## src/rtl/fetch_if.sv

```systemverilog
// Fetch-stage bundle: pipeline control in, instruction memory request/response, decoder outputs.
// Latency: none, signal container only.
// Backpressure: IMemReq is the only flow-control signal; responses cannot be throttled.
interface fetch_if;
    logic        Stall;
    logic        DivStall;
    logic        Redirect;
    logic [15:0] RedirectPC;
    logic        IMemReq;
    logic [15:0] IMemAddr;
    logic        IMemValid;
    logic [15:0] IMemData;
    logic [15:0] Instruct;
    logic [15:0] InstrPC;
    logic        InstrValid;

    // Fetch unit side
    modport master (
        input  Stall, DivStall, Redirect, RedirectPC, IMemValid, IMemData,
        output IMemReq, IMemAddr, Instruct, InstrPC, InstrValid
    );

    // Pipeline control / instruction memory side
    modport slave (
        output Stall, DivStall, Redirect, RedirectPC, IMemValid, IMemData,
        input  IMemReq, IMemAddr, Instruct, InstrPC, InstrValid
    );
endinterface

```

## src/rtl/fetch_unit.sv

```systemverilog
// IF stage: owns the PC, issues one request at a time, buffers words and feeds the decoder.
// Latency: IMemValid -> Instruct is at least 2 cycles (words always pass through the buffer).
// Backpressure: Stall|DivStall freezes the output register; IMemReq drops while the buffer is full.
module fetch_unit #(
    parameter logic [15:0] RESET_PC   = 16'h0000,
    parameter logic [15:0] PC_STEP    = 16'd2,
    parameter int          FIFO_DEPTH = 2,
    parameter logic [15:0] NOP        = 16'b1110100000000000
) (
    input  logic     clk,
    input  logic     rst,
    fetch_if.master  bus
);
    localparam int AW = (FIFO_DEPTH > 1) ? $clog2(FIFO_DEPTH) : 1;

    typedef enum logic [1:0] {IDLE, REQ, WAIT, DROP} state_t;

    state_t        state;
    logic [15:0]   pc;

    logic [15:0]   fifo_dat [FIFO_DEPTH];
    logic [15:0]   fifo_pc  [FIFO_DEPTH];
    logic [AW-1:0] wr_ptr;
    logic [AW-1:0] rd_ptr;
    logic [AW:0]   count;

    logic hold;
    logic fifo_full;
    logic fifo_empty;
    logic push;
    logic pop;

    assign hold       = bus.Stall | bus.DivStall;
    assign fifo_full  = (count == (AW+1)'(FIFO_DEPTH));
    assign fifo_empty = (count == '0);

    // Request is Mealy on Redirect so a redirect cycle never launches a fetch of the stale PC.
    // Only issued with a free slot, so buffered + outstanding words never exceed the depth.
    assign bus.IMemReq  = rst && (state == REQ) && !bus.Redirect && !fifo_full;
    assign bus.IMemAddr = pc;

    // A response is captured only in WAIT; a redirect in the same cycle kills it.
    assign push = (state == WAIT) && bus.IMemValid && !bus.Redirect;
    assign pop  = !bus.Redirect && !hold && !fifo_empty;

    // Request sequencer and PC; redirect overrides the PC last so it always wins.
    // A response landing in DROP together with a second redirect still retires the abandoned
    // request, otherwise the sequencer would wait forever for a reply that never comes.
    always_ff @(posedge clk) begin
        if (!rst) begin
            state <= IDLE;
            pc    <= RESET_PC;
        end else begin
            case (state)
                IDLE: state <= REQ;
                REQ:  if (bus.IMemReq) state <= WAIT;
                WAIT: begin
                    if (bus.IMemValid) begin
                        state <= REQ;
                        pc    <= pc + PC_STEP;
                    end else if (bus.Redirect) begin
                        state <= DROP;
                    end
                end
                DROP: if (bus.IMemValid) state <= REQ;
                default: state <= IDLE;
            endcase
            if (bus.Redirect) pc <= bus.RedirectPC;
        end
    end

    // Buffer pointers and occupancy; a redirect empties the buffer.
    always_ff @(posedge clk) begin
        if (!rst || bus.Redirect) begin
            wr_ptr <= '0;
            rd_ptr <= '0;
            count  <= '0;
        end else begin
            if (push) wr_ptr <= wr_ptr + 1'b1;
            if (pop)  rd_ptr <= rd_ptr + 1'b1;
            count <= count + (AW+1)'(push) - (AW+1)'(pop);
        end
    end

    // Buffer storage: word and the PC it was fetched from.
    always_ff @(posedge clk) begin
        if (push) begin
            fifo_dat[wr_ptr] <= bus.IMemData;
            fifo_pc[wr_ptr]  <= pc;
        end
    end

    // Decoder-facing register: redirect bubbles, hold freezes, otherwise pop or insert NOP.
    always_ff @(posedge clk) begin
        if (!rst) begin
            bus.Instruct   <= NOP;
            bus.InstrPC    <= 16'h0000;
            bus.InstrValid <= 1'b0;
        end else if (bus.Redirect) begin
            bus.Instruct   <= NOP;
            bus.InstrValid <= 1'b0;
        end else if (!hold) begin
            if (!fifo_empty) begin
                bus.Instruct   <= fifo_dat[rd_ptr];
                bus.InstrPC    <= fifo_pc[rd_ptr];
                bus.InstrValid <= 1'b1;
            end else begin
                bus.Instruct   <= NOP;
                bus.InstrValid <= 1'b0;
            end
        end
    end

    // The request gating makes a push into a full buffer unreachable.
    always_ff @(posedge clk) begin
        if (rst) assert (!(push && fifo_full));
    end
endmodule

```

## src/flat_wrapper.sv

```systemverilog
// flat-port wrapper written by rule: the top's interface ports become plain ports
module fetch_unit_flat 
#(
    parameter logic [15:0] RESET_PC   = 16'h0000,
    parameter logic [15:0] PC_STEP    = 16'd2,
    parameter int          FIFO_DEPTH = 2,
    parameter logic [15:0] NOP        = 16'b1110100000000000
)
  (clk, rst, bus_Stall, bus_DivStall, bus_Redirect, bus_RedirectPC, bus_IMemValid, bus_IMemData, bus_IMemReq, bus_IMemAddr, bus_Instruct, bus_InstrPC, bus_InstrValid);
  fetch_if bus_i ();
  input  logic clk;
  input  logic rst;
  input wire logic [$bits(bus_i.Stall)-1:0] bus_Stall;
  input wire logic [$bits(bus_i.DivStall)-1:0] bus_DivStall;
  input wire logic [$bits(bus_i.Redirect)-1:0] bus_Redirect;
  input wire logic [$bits(bus_i.RedirectPC)-1:0] bus_RedirectPC;
  input wire logic [$bits(bus_i.IMemValid)-1:0] bus_IMemValid;
  input wire logic [$bits(bus_i.IMemData)-1:0] bus_IMemData;
  output wire logic [$bits(bus_i.IMemReq)-1:0] bus_IMemReq;
  output wire logic [$bits(bus_i.IMemAddr)-1:0] bus_IMemAddr;
  output wire logic [$bits(bus_i.Instruct)-1:0] bus_Instruct;
  output wire logic [$bits(bus_i.InstrPC)-1:0] bus_InstrPC;
  output wire logic [$bits(bus_i.InstrValid)-1:0] bus_InstrValid;
  assign bus_i.Stall = bus_Stall;
  assign bus_i.DivStall = bus_DivStall;
  assign bus_i.Redirect = bus_Redirect;
  assign bus_i.RedirectPC = bus_RedirectPC;
  assign bus_i.IMemValid = bus_IMemValid;
  assign bus_i.IMemData = bus_IMemData;
  assign bus_IMemReq = bus_i.IMemReq;
  assign bus_IMemAddr = bus_i.IMemAddr;
  assign bus_Instruct = bus_i.Instruct;
  assign bus_InstrPC = bus_i.InstrPC;
  assign bus_InstrValid = bus_i.InstrValid;
  fetch_unit #(.RESET_PC(RESET_PC), .PC_STEP(PC_STEP), .FIFO_DEPTH(FIFO_DEPTH), .NOP(NOP)) u_core (.clk(clk), .rst(rst), .bus(bus_i));
endmodule
```

## config.mk

```make
export PLATFORM = sky130hd
export DESIGN_NAME = fetch_unit_flat
export DESIGN_NICKNAME = d
export VERILOG_FILES = /design/src/rtl/fetch_if.sv /design/src/rtl/fetch_unit.sv /design/src/flat_wrapper.sv
export SDC_FILE = /design/constraint.sdc
export NUM_CORES = 1
export LEC_CHECK = 0
export BUFFER_PORTS_ARGS = -buffer_cell sky130_fd_sc_hd__clkbuf_2
export CAP_MARGIN = 20
export CORE_MARGIN = 5
export CORE_UTILIZATION = 59
export DETAILED_ROUTE_END_ITERATION = 8
export GPL_TIMING_DRIVEN = 0
export PLACE_DENSITY = 0.95
export SYNTH_ARGS = -nofsm -noshare
export SYNTH_HDL_FRONTEND = slang
export SYNTH_SLANG_ARGS = --single-unit
```

## constraint.sdc

```tcl
create_clock -name clk -period 7.2 [get_ports clk]
set_input_delay 1.08 -clock clk [delete_from_list [all_inputs] [get_ports clk]]
set_output_delay 1.08 -clock clk [all_outputs]
set_load 0.05 [all_outputs]
```

# Word-level counts from Yosys, hierarchy flattened
# Memory sizes are Yosys's and may differ from the RTL's. A register that Yosys moved wholly into a read port is not among the register bits.
# Cells that the tools add are included.
dict set report word_totals {
  inputBits 38
  ram_bits 64
  register_bits 39
  mem_count 2
}
dict set report classes {
  addsub 5
  bitwise_logic 5
  n_eq_ne 7
  mux 14
  reduce_logical 22
}
# name depth word_bits rd rd_ports_with_merged_regs wr line_no
set memory_table {}
lappend memory_table {u_core.fifo_dat 2 16 1 1 1 fetch_unit.sv:21} ;# logic [15:0] fifo_dat [FIFO_DEPTH];
lappend memory_table {u_core.fifo_pc 2 16 1 1 1 fetch_unit.sv:22} ;# logic [15:0] fifo_pc [FIFO_DEPTH];
# operator n
set op_table {}
lappend op_table {{$mux W16} 4}
lappend op_table {{$add A16 B2 Y16 const B} 1}
lappend op_table {{$mux W2} 4}
lappend op_table {{$pmux W2 S4} 1}
lappend op_table {{$logic_and A1 B1 Y1} 7}
lappend op_table {{$eq A2 B2 Y1 const B} 3}
lappend op_table {{$logic_not A1 Y1} 6}
lappend op_table {{$reduce_and A3 Y1} 2}
lappend op_table {{$mux W1} 5}
lappend op_table {{$logic_not A2 Y1} 2}
lappend op_table {{$ne A2 B2 Y1 const B} 2}
lappend op_table {{$not A1 Y1} 4}
lappend op_table {{$reduce_bool A2 Y1} 2}
lappend op_table {{$ne A3 B3 Y1 const B} 1}
lappend op_table {{$add A1 B1 Y1 const B} 2}
lappend op_table {{$add A2 B1 Y2} 1}
lappend op_table {{$eq A2 B1 Y1 const B} 1}
lappend op_table {{$reduce_and A2 Y1} 1}
lappend op_table {{$reduce_or A2 Y1} 1}
lappend op_table {{$sub A2 B1 Y2} 1}
lappend op_table {{$logic_or A1 B1 Y1} 1}
lappend op_table {{$or A1 B1 Y1} 1}

# Depth between registers and ports, before layout
# Gate-level depths: netlist of the first run.
dict set report logic_depth {
  word_depth 6
  depth_mapped 10
  depth_no_buf 8
}

# Worst setup path after synthesis of the first run
# OpenSTA, ideal clock, no wires.
dict set report synth_timing {
  path_type {input to register}
  start {input port bus_Redirect}
  end {memory u_core.fifo_dat[0][0] (enable)}
  t_required_ns 6.739
  setup_ns 0.461
  t_arrival_ns 3.611
  slack_ns 3.128
  cell_stages 3
  path_buffers 2
  cell_sequence {buf_6 -> buf_2 -> nor3_1}
}
dict set report synth_between {
  elab_chain_cells 4
}
# item line_no
set synth_lines {}
lappend synth_lines {{start: declaration} flat_wrapper.sv:15} ;# input wire logic [$bits(bus_i.Redirect)-1:0] bus_Redirect;
lappend synth_lines {{$logic_not A1 Y1} fetch_unit.sv:43} ;# assign push = (state == WAIT) && bus.IMemValid && !bus.Redirect;
lappend synth_lines {{$logic_and A1 B1 Y1} fetch_unit.sv:43}
lappend synth_lines {{$mux W1} fetch_unit.sv:87} ;# if (push) begin
lappend synth_lines {{$mux W1 (not written as such)} fetch_unit.sv:88} ;# fifo_dat[wr_ptr] <= bus.IMemData;
lappend synth_lines {{end: declaration} fetch_unit.sv:21}
# No other way between the ends.

# Worst setup path in the final report of the first run
dict set report layout_timing {
  start {input port rst}
  end {output port bus_IMemReq}
}
dict set report layout_between {
  elab_chain_cells 3
}
# item line_no
set layout_lines {}
lappend layout_lines {{start: declaration} flat_wrapper.sv:12} ;# input logic rst;
lappend layout_lines {{$logic_and A1 B1 Y1 (3 in series)} fetch_unit.sv:39} ;# assign bus.IMemReq = rst && (state == REQ) && !bus.Redirect && !fifo_full;
lappend layout_lines {{end: declaration} flat_wrapper.sv:19} ;# output wire logic [$bits(bus_i.IMemReq)-1:0] bus_IMemReq;
# No other way between the ends.

==> impl_metrics.py, run 1 <==
metrics = {
    "status": {
        "status": "finished, final reports clean",
    },
    "route": {
        "postRouteAntennaNets": 0,
        "drt_drc_violations_left": 0,
        "routed_wl_mm": 11.4,
        "viasPerCell": 5.89,
        "drc_violation_total_after_the_first_tritonroute_iteration": 268,
        "wl_per_cell_um": 19.4,
        "detailroute.via_count": 3443,
        "firstDrtPassIters": 5,
    },
    "cts": {
        "tritoncts_num_sinks": 120,
        "cts-buffers-inserted": 17,
        "cts_tree": "built",
        "cts_resized": 0,
        "cts_hold_buf": 0,
        "postCtsSetupRepairBufs": 0,
        "cts_htree_levels": 4,
        "clk_latency_ns": 0.53,
        "clk_pin_slew_worst_paths_ns": 0.06,
        "root_buffer": "sky130_fd_sc_hd__clkbuf_8",
        "ctsLongestPathBuffers": 2,
    },
    "yosys": {
        "syn_inst": 363,
        "post_synth_num_cell_types": 37,
        "synthDominantAreaCellType": "sky130_fd_sc_hd__edfxtp_1",
        "synth-seq-area-share": 0.649,
        "synth_enable_flop_cells": 64,
        "mappedNetlistArea_um2": 4690,
        "yosys.cell_count.top_type": "sky130_fd_sc_hd__edfxtp_1",
        "postSynthRegisterBits": 120,
        "syn-mean-instance-area_um2": 12.9,
        "synth.area.top_cells": "sky130_fd_sc_hd__edfxtp_1 41%, sky130_fd_sc_hd__dfxtp_1 24%, sky130_fd_sc_hd__mux2i_1 4.3%",
        "async_flop_share": 0,
        "netlist_top_cells_count": "64 x sky130_fd_sc_hd__edfxtp_1, 56 x sky130_fd_sc_hd__dfxtp_1, 29 x sky130_fd_sc_hd__nand2_1",
        "synth.top_cell.area_share": 0.410,
        "dominantRegCellSynth": "sky130_fd_sc_hd__edfxtp_1",
        "yosys_warnings": 0,
        "post_synthesis_net_count": 407,
    },
    "grt": {
        "largest_net_degree_at_the_start_of_global_routing": 33,
        "initial_antenna_violation_count": 0,
        "gr-usage-met1": 0.270,
        "global_route_wire_length_before_repair_mm": 17.8,
        "globalRouteTotalUtil": 0.235,
        "first_global_vias": 3537,
        "m3_gr_usage": 0.0561,
        "gr-usage-met2": 0.410,
        "globalRoute.busiestLayer": "met2",
        "total_grt_overflow": 0,
    },
    "worst_hold_path": {
        "hold_path.class": "register to register",
    },
    "timing": {
        "timing.final.max_slew_violations": 0,
        "finalSetupViolations": 0,
        "rsz0062_at_grt": "no",
        "max_slew_margin": 0.458,
        "max_freq_ghz": 0.327,
        "worst_clock_skew_ns": 0.00883,
        "min_period_ns": 3.06,
        "final_min_period_over_clock_period": 0.425,
        "final.setup.worst_slack_ns": 4.14,
        "fin_setup_tns_ns": 0,
        "max_slew.worst_pin.slew_ns": 0.813,
        "hold_viol": 0,
    },
    "flow_run": {
        "cap_violations": 0,
    },
    "floorplanning": {
        "dieWidth_um": 99.2,
        "die-area_um2": 9830,
        "dieHeight_um": 99.2,
        "placeableCoreArea_um2": 7730,
        "io_pins": 88,
        "start_util": 0.607,
        "placement_rows": 32,
    },
    "layout": {
        "areaGrowthSynthToFinish_pct": 24.7,
        "multi_input_area_um2": 1520,
        "antenna-diode-count": 0,
        "fillerInstances": 428,
        "register_area_um2": 3040,
        "layout-drive-gt1-share": 0.321,
        "layout.cells.non_filler": 585,
        "fin_nets": 514,
    },
    "setup_path": {
        "worstPathArrival_ns": 1.98,
        "critical_path.top_delay_family": "buffers and inverters",
        "critical-path-slowest-cell": "sky130_fd_sc_hd__clkbuf_2",
        "worstSetupEndpointType": "output pin",
        "regToRegStartpoint": "u_core.state[1]",
        "r2r_slack_ns": 4.93,
        "critical_path.startpoint_type": "input port",
        "critPathCapture": "bus_IMemReq",
        "critPathMaxFanout": 9,
        "slowest_delay_ns": 0.27,
        "crit_startpoint": "rst",
        "r2r_end": "u_core.fifo_pc[1][9]",
        "required_ns": 6.12,
        "critical_path_buf_inv_count": 3,
        "worst_setup_path_category": "input port to output pin",
        "critical_path_cell_count": 5,
        "reg2reg_depth": 4,
        "cp_cell_sequence": "buf_2 -> and2b_2 -> nand3_1 -> inv_1 -> clkbuf_2",
    },
    "place": {
        "dp_cells": 553,
        "post_dp_hpwl_mm": 7.19,
        "io_buffer_count": 85,
        "globalplace.congestion": 0.789,
        "placement.setup.worst_slack_ns": 3.91,
    },
    "power_and_ir_drop": {
        "power.static_leakage_nw": 2.43,
        "max-vdd-ir-drop_mv": 0.171,
        "power_per_cell_area_nw_per_um2": 277,
    },
}
[metal layers]
layer	vias to the layer above	part of all wire	routed length (µm)
li1	1549	-	-
met1	1673	0.37	4240
met2	184	0.53	5980
met3	37	0.071	808
met4	0	0.031	355
met5	-	0	0
[cell families after synthesis]
logic type | after synthesis | synth area share
and+or+nand+nor | 90 | 0.0961
muxes | 36 | 0.0811
buffers and inverters | 30 | 0.0280
DFF | 120 | 0.649
xor gates and xnor gates | 15 | 0.0280
AOI/OAI and AO/OA | 66 | 0.102
adders and majority gates | 6 | 0.0160
[cell type report]
class | instances | area share
tap | 102 | 0.0218
multi-input combinational | 213 | 0.260
clock inverter | 15 | 0.0250
clock buffer | 17 | 0.0708
timing repair buffer | 88 | 0.0792
inverter | 11 | 0.00706
buffer | 19 | 0.0154
sequential | 120 | 0.520
[per-stage QoR]
stage | hold WS (ns) | instance area [µm²] | total power [mW] | util
finish | 0.487 | 5850 | 1.62 | 0.757
floorplan | 0.481 | 4690 | 0.806 | -
global route | 0.502 | 5850 | 1.66 | 0.757
CTS | 0.485 | 5850 | 1.62 | 0.757
global placement | 0.461 | 5240 | 0.832 | 0.678
detailed placement | 0.473 | 5290 | 0.837 | 0.684
[sequential cells by signal (all words and copies together), names as in the netlist, named ones only]
register	count
u_core.wr_ptr	1
u_core.rd_ptr	1
u_core.bus.IMemAddr	16
u_core.state	2
u_core.count	2
u_core.bus.InstrValid	1
u_core.bus.InstrPC	16
u_core.fifo_pc	32
u_core.fifo_dat	32
u_core.bus.Instruct	16
[how the worst min path moves through the flow]
stage | slack (ns) | cells past startpoint | end | start
2_1_floorplan | 0.48 | 2 | u_core.state[1] | u_core.state[1]
3_3_place_gp | 0.46 | 0 | u_core.fifo_pc[0][0] | u_core.bus.IMemAddr[0]
3_5_place_dp | 0.47 | 2 | u_core.bus.InstrValid | u_core.bus.InstrValid
4_1_cts | 0.49 | 2 | u_core.bus.InstrValid | u_core.bus.InstrValid
5_1_grt | 0.50 | 2 | u_core.bus.InstrValid | u_core.bus.InstrValid
6_report | 0.49 | 2 | u_core.bus.InstrValid | u_core.bus.InstrValid
[layout by cell type (no fill, tap or decap), types with 15 or more instances in the layout]
cell,Yosys,layout
sky130_fd_sc_hd__edfxtp_1,64,64
sky130_fd_sc_hd__mux2_2,16,16
sky130_fd_sc_hd__o21ai_0,15,15
sky130_fd_sc_hd__clkbuf_2,0,85
sky130_fd_sc_hd__clkbuf_16,0,16
sky130_fd_sc_hd__mux2i_1,20,20
sky130_fd_sc_hd__dfxtp_1,56,56
sky130_fd_sc_hd__o211a_1,19,19
sky130_fd_sc_hd__nand2_1,29,29
sky130_fd_sc_hd__nor2_1,25,25
[tightest hold or removal path, cell delays in order (launching register included)]
cell and delay [ns]:
sky130_fd_sc_hd__dfxtp_1 0.32, sky130_fd_sc_hd__nand2_1 0.06, sky130_fd_sc_hd__a21oi_1 0.06
[report_power, final]
part	switching, mW	internal (mW)
clock network	0.328	0.464
registers	0.0145	0.730
logic	0.0550	0.0262
No activity file was read; power rests on OpenSTA's default activity.
==> run 2: changes to the inputs <==
--- a/config.mk
+++ b/config.mk
@@ -8,10 +8,10 @@
 export BUFFER_PORTS_ARGS = -buffer_cell sky130_fd_sc_hd__clkbuf_2
 export CAP_MARGIN = 20
 export CORE_MARGIN = 5
-export CORE_UTILIZATION = 59
+export CORE_UTILIZATION = 49
 export DETAILED_ROUTE_END_ITERATION = 8
 export GPL_TIMING_DRIVEN = 0
-export PLACE_DENSITY = 0.95
+export PLACE_DENSITY = 0.86
 export SYNTH_ARGS = -nofsm -noshare
 export SYNTH_HDL_FRONTEND = slang
 export SYNTH_SLANG_ARGS = --single-unit
==> constraint.sdc (replaced) <==
create_clock -name clk -period 2.53 [get_ports clk]
set_input_delay 0.3795 -clock clk [delete_from_list [all_inputs] [get_ports clk]]
set_output_delay 0.3795 -clock clk [all_outputs]
set_load 0.05 [all_outputs]
==> run 2 against run 1 <==
Sequential share of layout area down 0.67 points. Clock skew shrank 0.0025 ns. Hold slack worse by 0.43 ns. Die area increased by 18%. Cell count rose by 4.3%. Critical path type is now register to register. Non-clock buffer count is 2 lower. Utilization shrank 12 points. Total power increased to 3.0 times the previous value. Design area increased by 1.3%. Largest power group unchanged. Wire length is 5.3% lower. Count of clock-buffer cells in the layout increased by 1.
==> impl_metrics.py, run 2 (synthesis results as in run 1) <==
metrics = {
    "status": {
        "status": "finished, final reports clean",
    },
    "timing": {
        "hold_viol": 0,
        "final.setup.worst_slack_ns": 0.216,
        "worst_clock_skew_ns": 0.00630,
        "final_min_period_over_clock_period": 0.914,
        "timing.final.max_slew_violations": 0,
        "finalSetupViolations": 0,
        "rsz0062_at_grt": "no",
        "fin_worst_hold_slack_ns": 0.0521,
        "max_freq_ghz": 0.432,
        "max_slew.worst_pin.slew_ns": 0.838,
        "fin_setup_tns_ns": 0,
        "max_slew_margin": 0.439,
        "min_period_ns": 2.31,
    },
    "layout": {
        "areaGrowthSynthToFinish_pct": 26.3,
        "layout_common_cells": "85 x sky130_fd_sc_hd__clkbuf_2, 64 x sky130_fd_sc_hd__edfxtp_1, 56 x sky130_fd_sc_hd__dfxtp_1, 29 x sky130_fd_sc_hd__nand2_1, 25 x sky130_fd_sc_hd__nor2_1",
        "antenna-diode-count": 0,
        "post-route-cell-area_um2": 5920,
        "fin_nets": 512,
        "layout.cells.most_common": "sky130_fd_sc_hd__clkbuf_2",
        "fillerInstances": 687,
        "reg.largest.list": "u_core.fifo_dat x32, u_core.fifo_pc x32",
        "layout-drive-gt1-share": 0.316,
        "post-route-util": 0.638,
    },
    "route": {
        "routed_wl_mm": 10.8,
        "firstDrtPassIters": 4,
        "detailroute.via_count": 3229,
        "drc_violation_total_after_the_first_tritonroute_iteration": 193,
        "drt_drc_violations_left": 0,
        "viasPerCell": 5.29,
        "wl_per_cell_um": 17.7,
        "postRouteAntennaNets": 0,
    },
    "place": {
        "post_dp_hpwl_mm": 7.23,
        "globalplace.congestion": 0.817,
        "post_dp_cell_area_um2": 5320,
        "placement.setup.worst_slack_ns": -0.0102,
        "io_buffer_count": 85,
    },
    "floorplanning": {
        "die-area_um2": 11600,
        "placement_rows": 35,
        "start_util": 0.505,
        "dieHeight_um": 108,
        "io_pins": 88,
        "placeableCoreArea_um2": 9280,
        "dieWidth_um": 108,
    },
    "setup_path": {
        "crit_startpoint": "u_core.state[1]",
        "slowest_delay_ns": 0.70,
        "critPathCapture": "u_core.fifo_dat[1][11]",
        "r2r_slack_ns": 0.22,
        "r2r_end": "u_core.fifo_dat[1][11]",
        "critical-path-slowest-cell": "sky130_fd_sc_hd__and2_2",
        "required_ns": 2.67,
        "worstSetupEndpointType": "register",
        "regToRegStartpoint": "u_core.state[1]",
        "critical_path.startpoint_type": "register",
        "worst_setup_path_category": "register to register",
        "worstPathArrival_ns": 2.46,
        "cp_cell_sequence": "ha_1 -> nand2_1 -> nor2_1 -> and2_2",
        "reg2reg_depth": 4,
        "critPathMaxFanout": 32,
    },
    "cts": {
        "tritoncts_num_sinks": 120,
        "postCtsSetupRepairBufs": 0,
        "cts_resized": 0,
        "cts_hold_buf": 0,
        "root_buffer": "sky130_fd_sc_hd__clkbuf_8",
        "ctsLongestPathBuffers": 2,
        "clk_latency_ns": 0.51,
        "cts_tree": "built",
        "cts_htree_levels": 4,
        "clk_pin_slew_worst_paths_ns": 0.06,
        "cts-buffers-inserted": 17,
    },
    "power_and_ir_drop": {
        "comb_power_share": 0.048,
        "sequentialPowerShare": 0.442,
        "p_sw_frac": 0.231,
        "power.net_switching_mw": 1.11,
        "power_report.internal_total_mw": 3.68,
        "power.static_leakage_nw": 2.44,
        "max-vdd-ir-drop_mv": 0.471,
        "clock_power_share": 0.510,
        "power_per_cell_area_nw_per_um2": 808,
    },
    "grt": {
        "largest_net_degree_at_the_start_of_global_routing": 33,
        "total_grt_overflow": 0,
        "globalRouteTotalUtil": 0.196,
        "initial_antenna_violation_count": 0,
        "global_route_wire_length_before_repair_mm": 17.3,
        "first_global_vias": 3531,
    },
    "flow_run": {
        "cap_violations": 0,
    },
    "worst_hold_path": {
        "hold_path.class": "input port to register",
    },
}
[run 2: cell count changes in the layout (fill, tap and decap cells not counted), sizes merged]
cell / delta
clkinvlp: -2
inv: +1
clkinv: -2
clkbuf: +1
bufinv: +2
buf: -2
[run 2: worst min path at each step]
| stage | start | to | slack (ns) | cells after the start |
|---|---|---|---|---|
| 5_1_grt | bus_IMemData[2] | u_core.fifo_dat[1][2] | 0.03 | 1 |
| 3_5_place_dp | u_core.bus.IMemAddr[0] | u_core.fifo_pc[1][0] | 0.49 | 0 |
| 6_report | bus_IMemData[2] | u_core.fifo_dat[1][2] | 0.05 | 1 |
| 3_3_place_gp | u_core.bus.IMemAddr[0] | u_core.fifo_pc[1][0] | 0.46 | 0 |
| 4_1_cts | bus_IMemData[2] | u_core.fifo_dat[1][2] | 0.03 | 1 |
| 2_1_floorplan | bus_IMemData[0] | u_core.fifo_dat[0][0] | 0.48 | 0 |
[run 2: stage by stage]
step,std cells,power (mW)
4_1_cts,610,4.81
5_1_grt,610,4.94
3_5_place_dp,578,2.38
2_1_floorplan,363,2.29
3_3_place_gp,577,2.37
6_report,610,4.79
[run 2: area by class of cell]
cell class | count | area [µm²] | area share
Timing Repair Buffer | 86 | 453 | 0.0765
Clock inverter | 14 | 189 | 0.0319
Inverter | 11 | 41.3 | 0.00697
Tap cell | 129 | 161 | 0.0272
Clock buffer | 18 | 418 | 0.0706
Buffer | 19 | 90.1 | 0.0152
Sequential cell | 120 | 3040 | 0.514
Multi-Input combinational cell | 213 | 1530 | 0.258
[run 2: per-layer routing]
metal,global-route usage,wire (µm),vias to the layer above
met5,0,0,-
met4,0.0658,136,0
met3,0.0606,517,13
met2,0.345,5730,90
met1,0.226,4400,1585
li1,-,-,1541
[run 2: power groups by stage]
stage	Combinational, mW	Sequential [mW]	Clock, mW
floorplan	0.0885	2.21	0
global placement	0.217	2.15	0
detailed placement	0.226	2.16	0
CTS	0.230	2.12	2.46
global route	0.247	2.12	2.57
finish	0.229	2.12	2.44
[run 2: critical path: cells and delay by family, from the launching register on]
family                     cells  cell delay, ns
and+or+nand+nor                3            1.22
DFF                            1            0.38
adders and majority gates      1            0.33
==> run 3: changes to the inputs <==
--- a/config.mk
+++ b/config.mk
@@ -5,13 +5,14 @@
 export SDC_FILE = /design/constraint.sdc
 export NUM_CORES = 1
 export LEC_CHECK = 0
+export ABC_AREA = 1
 export BUFFER_PORTS_ARGS = -buffer_cell sky130_fd_sc_hd__clkbuf_2
 export CAP_MARGIN = 20
 export CORE_MARGIN = 5
-export CORE_UTILIZATION = 49
+export CORE_UTILIZATION = 50
 export DETAILED_ROUTE_END_ITERATION = 8
 export GPL_TIMING_DRIVEN = 0
-export PLACE_DENSITY = 0.86
+export PLACE_DENSITY = 0.72
 export SYNTH_ARGS = -nofsm -noshare
 export SYNTH_HDL_FRONTEND = slang
 export SYNTH_SLANG_ARGS = --single-unit
==> run 3 against run 2 <==
Setup slack got worse by 0.035 ns. Utilization increased by 1.2 points. Via count grew 17%. Die area increased by 0.86%. Hold slack improved by 0.0095 ns. Critical path type is now input port to output pin. Critical endpoint is now bus_IMemReq. Largest cell class unchanged.
==> impl_metrics.py, run 3 <==
metrics = {
    "yosys": {
        "syn_inst": 492,
        "post_synthesis_net_count": 536,
        "mappedNetlistArea_um2": 4830,
        "yosys.cell_count.top_type": "sky130_fd_sc_hd__nand2_1",
        "synth.top_cell.area_share": 0.398,
        "postSynthRegisterBits": 120,
        "netlist_top_cells_count": "171 x sky130_fd_sc_hd__nand2_1, 64 x sky130_fd_sc_hd__edfxtp_1, 56 x sky130_fd_sc_hd__dfxtp_1",
        "yosys_warnings": 0,
        "post_synth_num_cell_types": 30,
        "synth-seq-area-share": 0.630,
        "async_flop_share": 0,
        "dominantRegCellSynth": "sky130_fd_sc_hd__edfxtp_1",
        "synth_enable_flop_cells": 64,
        "syn-mean-instance-area_um2": 9.82,
        "synth.area.top_cells": "sky130_fd_sc_hd__edfxtp_1 40%, sky130_fd_sc_hd__dfxtp_1 23%, sky130_fd_sc_hd__nand2_1 13%",
        "synthDominantAreaCellType": "sky130_fd_sc_hd__edfxtp_1",
    },
    "layout": {
        "antenna-diode-count": 0,
        "fin_nets": 643,
        "post-route-util": 0.650,
        "layout-drive-gt1-share": 0.253,
        "areaGrowthSynthToFinish_pct": 25.6,
        "layout.cells.non_filler": 741,
        "layout_common_cells": "171 x sky130_fd_sc_hd__nand2_1, 86 x sky130_fd_sc_hd__clkbuf_2, 64 x sky130_fd_sc_hd__edfxtp_1, 56 x sky130_fd_sc_hd__dfxtp_1, 48 x sky130_fd_sc_hd__a21oi_1",
        "layout.cells.most_common": "sky130_fd_sc_hd__nand2_1",
        "reg.largest.list": "u_core.fifo_dat x32, u_core.fifo_pc x32",
        "post-route-cell-area_um2": 6070,
    },
    "cts": {
        "postCtsSetupRepairBufs": 0,
        "root_buffer": "sky130_fd_sc_hd__clkbuf_8",
        "cts_hold_buf": 0,
        "cts_tree": "built",
        "cts_resized": 0,
        "cts-buffers-inserted": 17,
        "ctsLongestPathBuffers": 2,
        "clk_pin_slew_worst_paths_ns": 0.06,
        "cts_htree_levels": 4,
        "clk_latency_ns": 0.50,
        "tritoncts_num_sinks": 120,
    },
    "floorplanning": {
        "io_pins": 88,
        "placement_rows": 35,
        "placeableCoreArea_um2": 9330,
        "dieHeight_um": 108,
        "dieWidth_um": 108,
        "die-area_um2": 11700,
        "start_util": 0.518,
    },
    "power_and_ir_drop": {
        "power_mw": 4.68,
        "power.static_leakage_nw": 2.40,
        "max-vdd-ir-drop_mv": 0.421,
        "power_per_cell_area_nw_per_um2": 771,
    },
    "grt": {
        "initial_antenna_violation_count": 0,
        "largest_net_degree_at_the_start_of_global_routing": 25,
        "first_global_vias": 3763,
        "total_grt_overflow": 0,
        "globalRouteTotalUtil": 0.204,
        "global_route_wire_length_before_repair_mm": 18.3,
    },
    "setup_path": {
        "regToRegStartpoint": "u_core.state[1]",
        "r2r_slack_ns": 0.44,
        "cp_common_cell": "sky130_fd_sc_hd__clkbuf_2",
        "slowest_delay_ns": 0.31,
        "critical-path-slowest-cell": "sky130_fd_sc_hd__clkbuf_1",
        "critical_path.top_delay_family": "buffers and inverters",
        "r2r_end": "u_core.fifo_pc[0][3]",
        "cp_cell_sequence": "clkbuf_2 -> inv_1 -> nor2_4 -> clkinv_1 -> clkbuf_1 -> nor2_1 -> clkbuf_2",
        "worst_setup_path_category": "input port to output pin",
        "worstPathArrival_ns": 1.97,
        "required_ns": 2.15,
        "critical_path.startpoint_type": "input port",
        "critical_path_buf_inv_count": 5,
        "worstSetupEndpointType": "output pin",
        "reg2reg_depth": 6,
        "critPathMaxFanout": 10,
    },
    "timing": {
        "hold_viol": 0,
        "timing.final.max_slew_violations": 0,
        "min_period_ns": 2.35,
        "max_slew_margin": 0.629,
        "rsz0062_at_grt": "no",
        "max_freq_ghz": 0.426,
        "worst_clock_skew_ns": 0.00874,
        "final.setup.worst_slack_ns": 0.182,
        "max_slew.worst_pin.slew_ns": 0.557,
        "final_min_period_over_clock_period": 0.928,
        "finalSetupViolations": 0,
    },
    "flow_run": {
        "cap_violations": 0,
    },
    "route": {
        "routed_wl_mm": 11.2,
        "detailroute.via_count": 3773,
        "wl_per_cell_um": 15.1,
        "viasPerCell": 5.09,
        "postRouteAntennaNets": 0,
        "drt_drc_violations_left": 0,
        "drc_violation_total_after_the_first_tritonroute_iteration": 231,
        "firstDrtPassIters": 5,
    },
    "status": {
        "status": "finished, final reports clean",
    },
    "place": {
        "placement.setup.worst_slack_ns": 0.189,
        "post_dp_cell_area_um2": 5490,
        "post_dp_hpwl_mm": 7.78,
        "globalplace.congestion": 0.929,
        "dp_cells": 709,
        "io_buffer_count": 86,
    },
    "worst_hold_path": {
        "worst_hold_path.num_cells": 1,
        "whs_endpoint": "u_core.fifo_dat[0][9]",
        "hold_path.startpoint": "bus_IMemData[9]",
        "hold_path.class": "input port to register",
    },
}
==> run 3: cell types whose count changed in the layout (fill, tap and decap cells not counted), moves of 12 or more <==
cell / delta
sky130_fd_sc_hd__nand2_1: +142
sky130_fd_sc_hd__a21oi_1: +37
sky130_fd_sc_hd__inv_1: +22
sky130_fd_sc_hd__mux2i_1: -20
sky130_fd_sc_hd__o211a_1: -19
sky130_fd_sc_hd__a22oi_1: -12
==> run 3: logic make-up after synthesis <==
family / Yosys count / synth area share
AND/OR/NAND/NOR: 218 / 0.181
multiplexers: 16 / 0.0373
adder cells (fa/ha/maj): 6 / 0.0155
XOR/XNOR: 2 / 0.00363
flip-flops: 120 / 0.630
AO/OA/AOI/OAI: 77 / 0.0860
buffers and inverters: 53 / 0.0471
==> run 3: per-layer routing <==
layer  track usage  vias to the layer above  part of all wire
met5             0                        -                 0
met4        0.0848                        0             0.017
met3        0.0507                       14             0.064
met2         0.345                      125              0.50
met1         0.249                     1771              0.42
li1              -                     1863                 -
==> run 3: worst max path at each step <==
stage	start	to	slack, ns	cells past startpoint
after floorplan	u_core.state[0]	u_core.fifo_dat[1][0]	0.37	6
after global placement	u_core.state[0]	u_core.fifo_dat[1][5]	-0.33	6
after detailed placement	rst	bus_IMemReq	0.19	7
after CTS	rst	bus_IMemReq	0.17	7
after global routing	rst	bus_IMemReq	0.1	7
final	rst	bus_IMemReq	0.18	7
==> run 3: power by group <==
group	switching (mW)	internal, mW
Sequential	0.0399	2.08
Combinational	0.163	0.0709
Clock	0.906	1.42
Total	1.11	3.57
==> run 3: cell type report <==
type / instances / area (µm²)
multi-input cells: 319 / 1580
inverters: 37 / 144
well taps: 129 / 161
repair buffers: 88 / 478
fillers: 745 / 3260
plain buffers: 16 / 83.8
clock inverters: 15 / 166
clock buffers: 17 / 414
flip-flops and latches: 120 / 3040
==> run 3: through the flow <==
step | hold WS (ns) | TNS (ns)
2_1_floorplan | 0.472 | 0
3_3_place_gp | 0.454 | -20.27
3_5_place_dp | 0.455 | 0
4_1_cts | 0.0441 | 0
5_1_grt | 0.0411 | 0
6_report | 0.0616 | 0
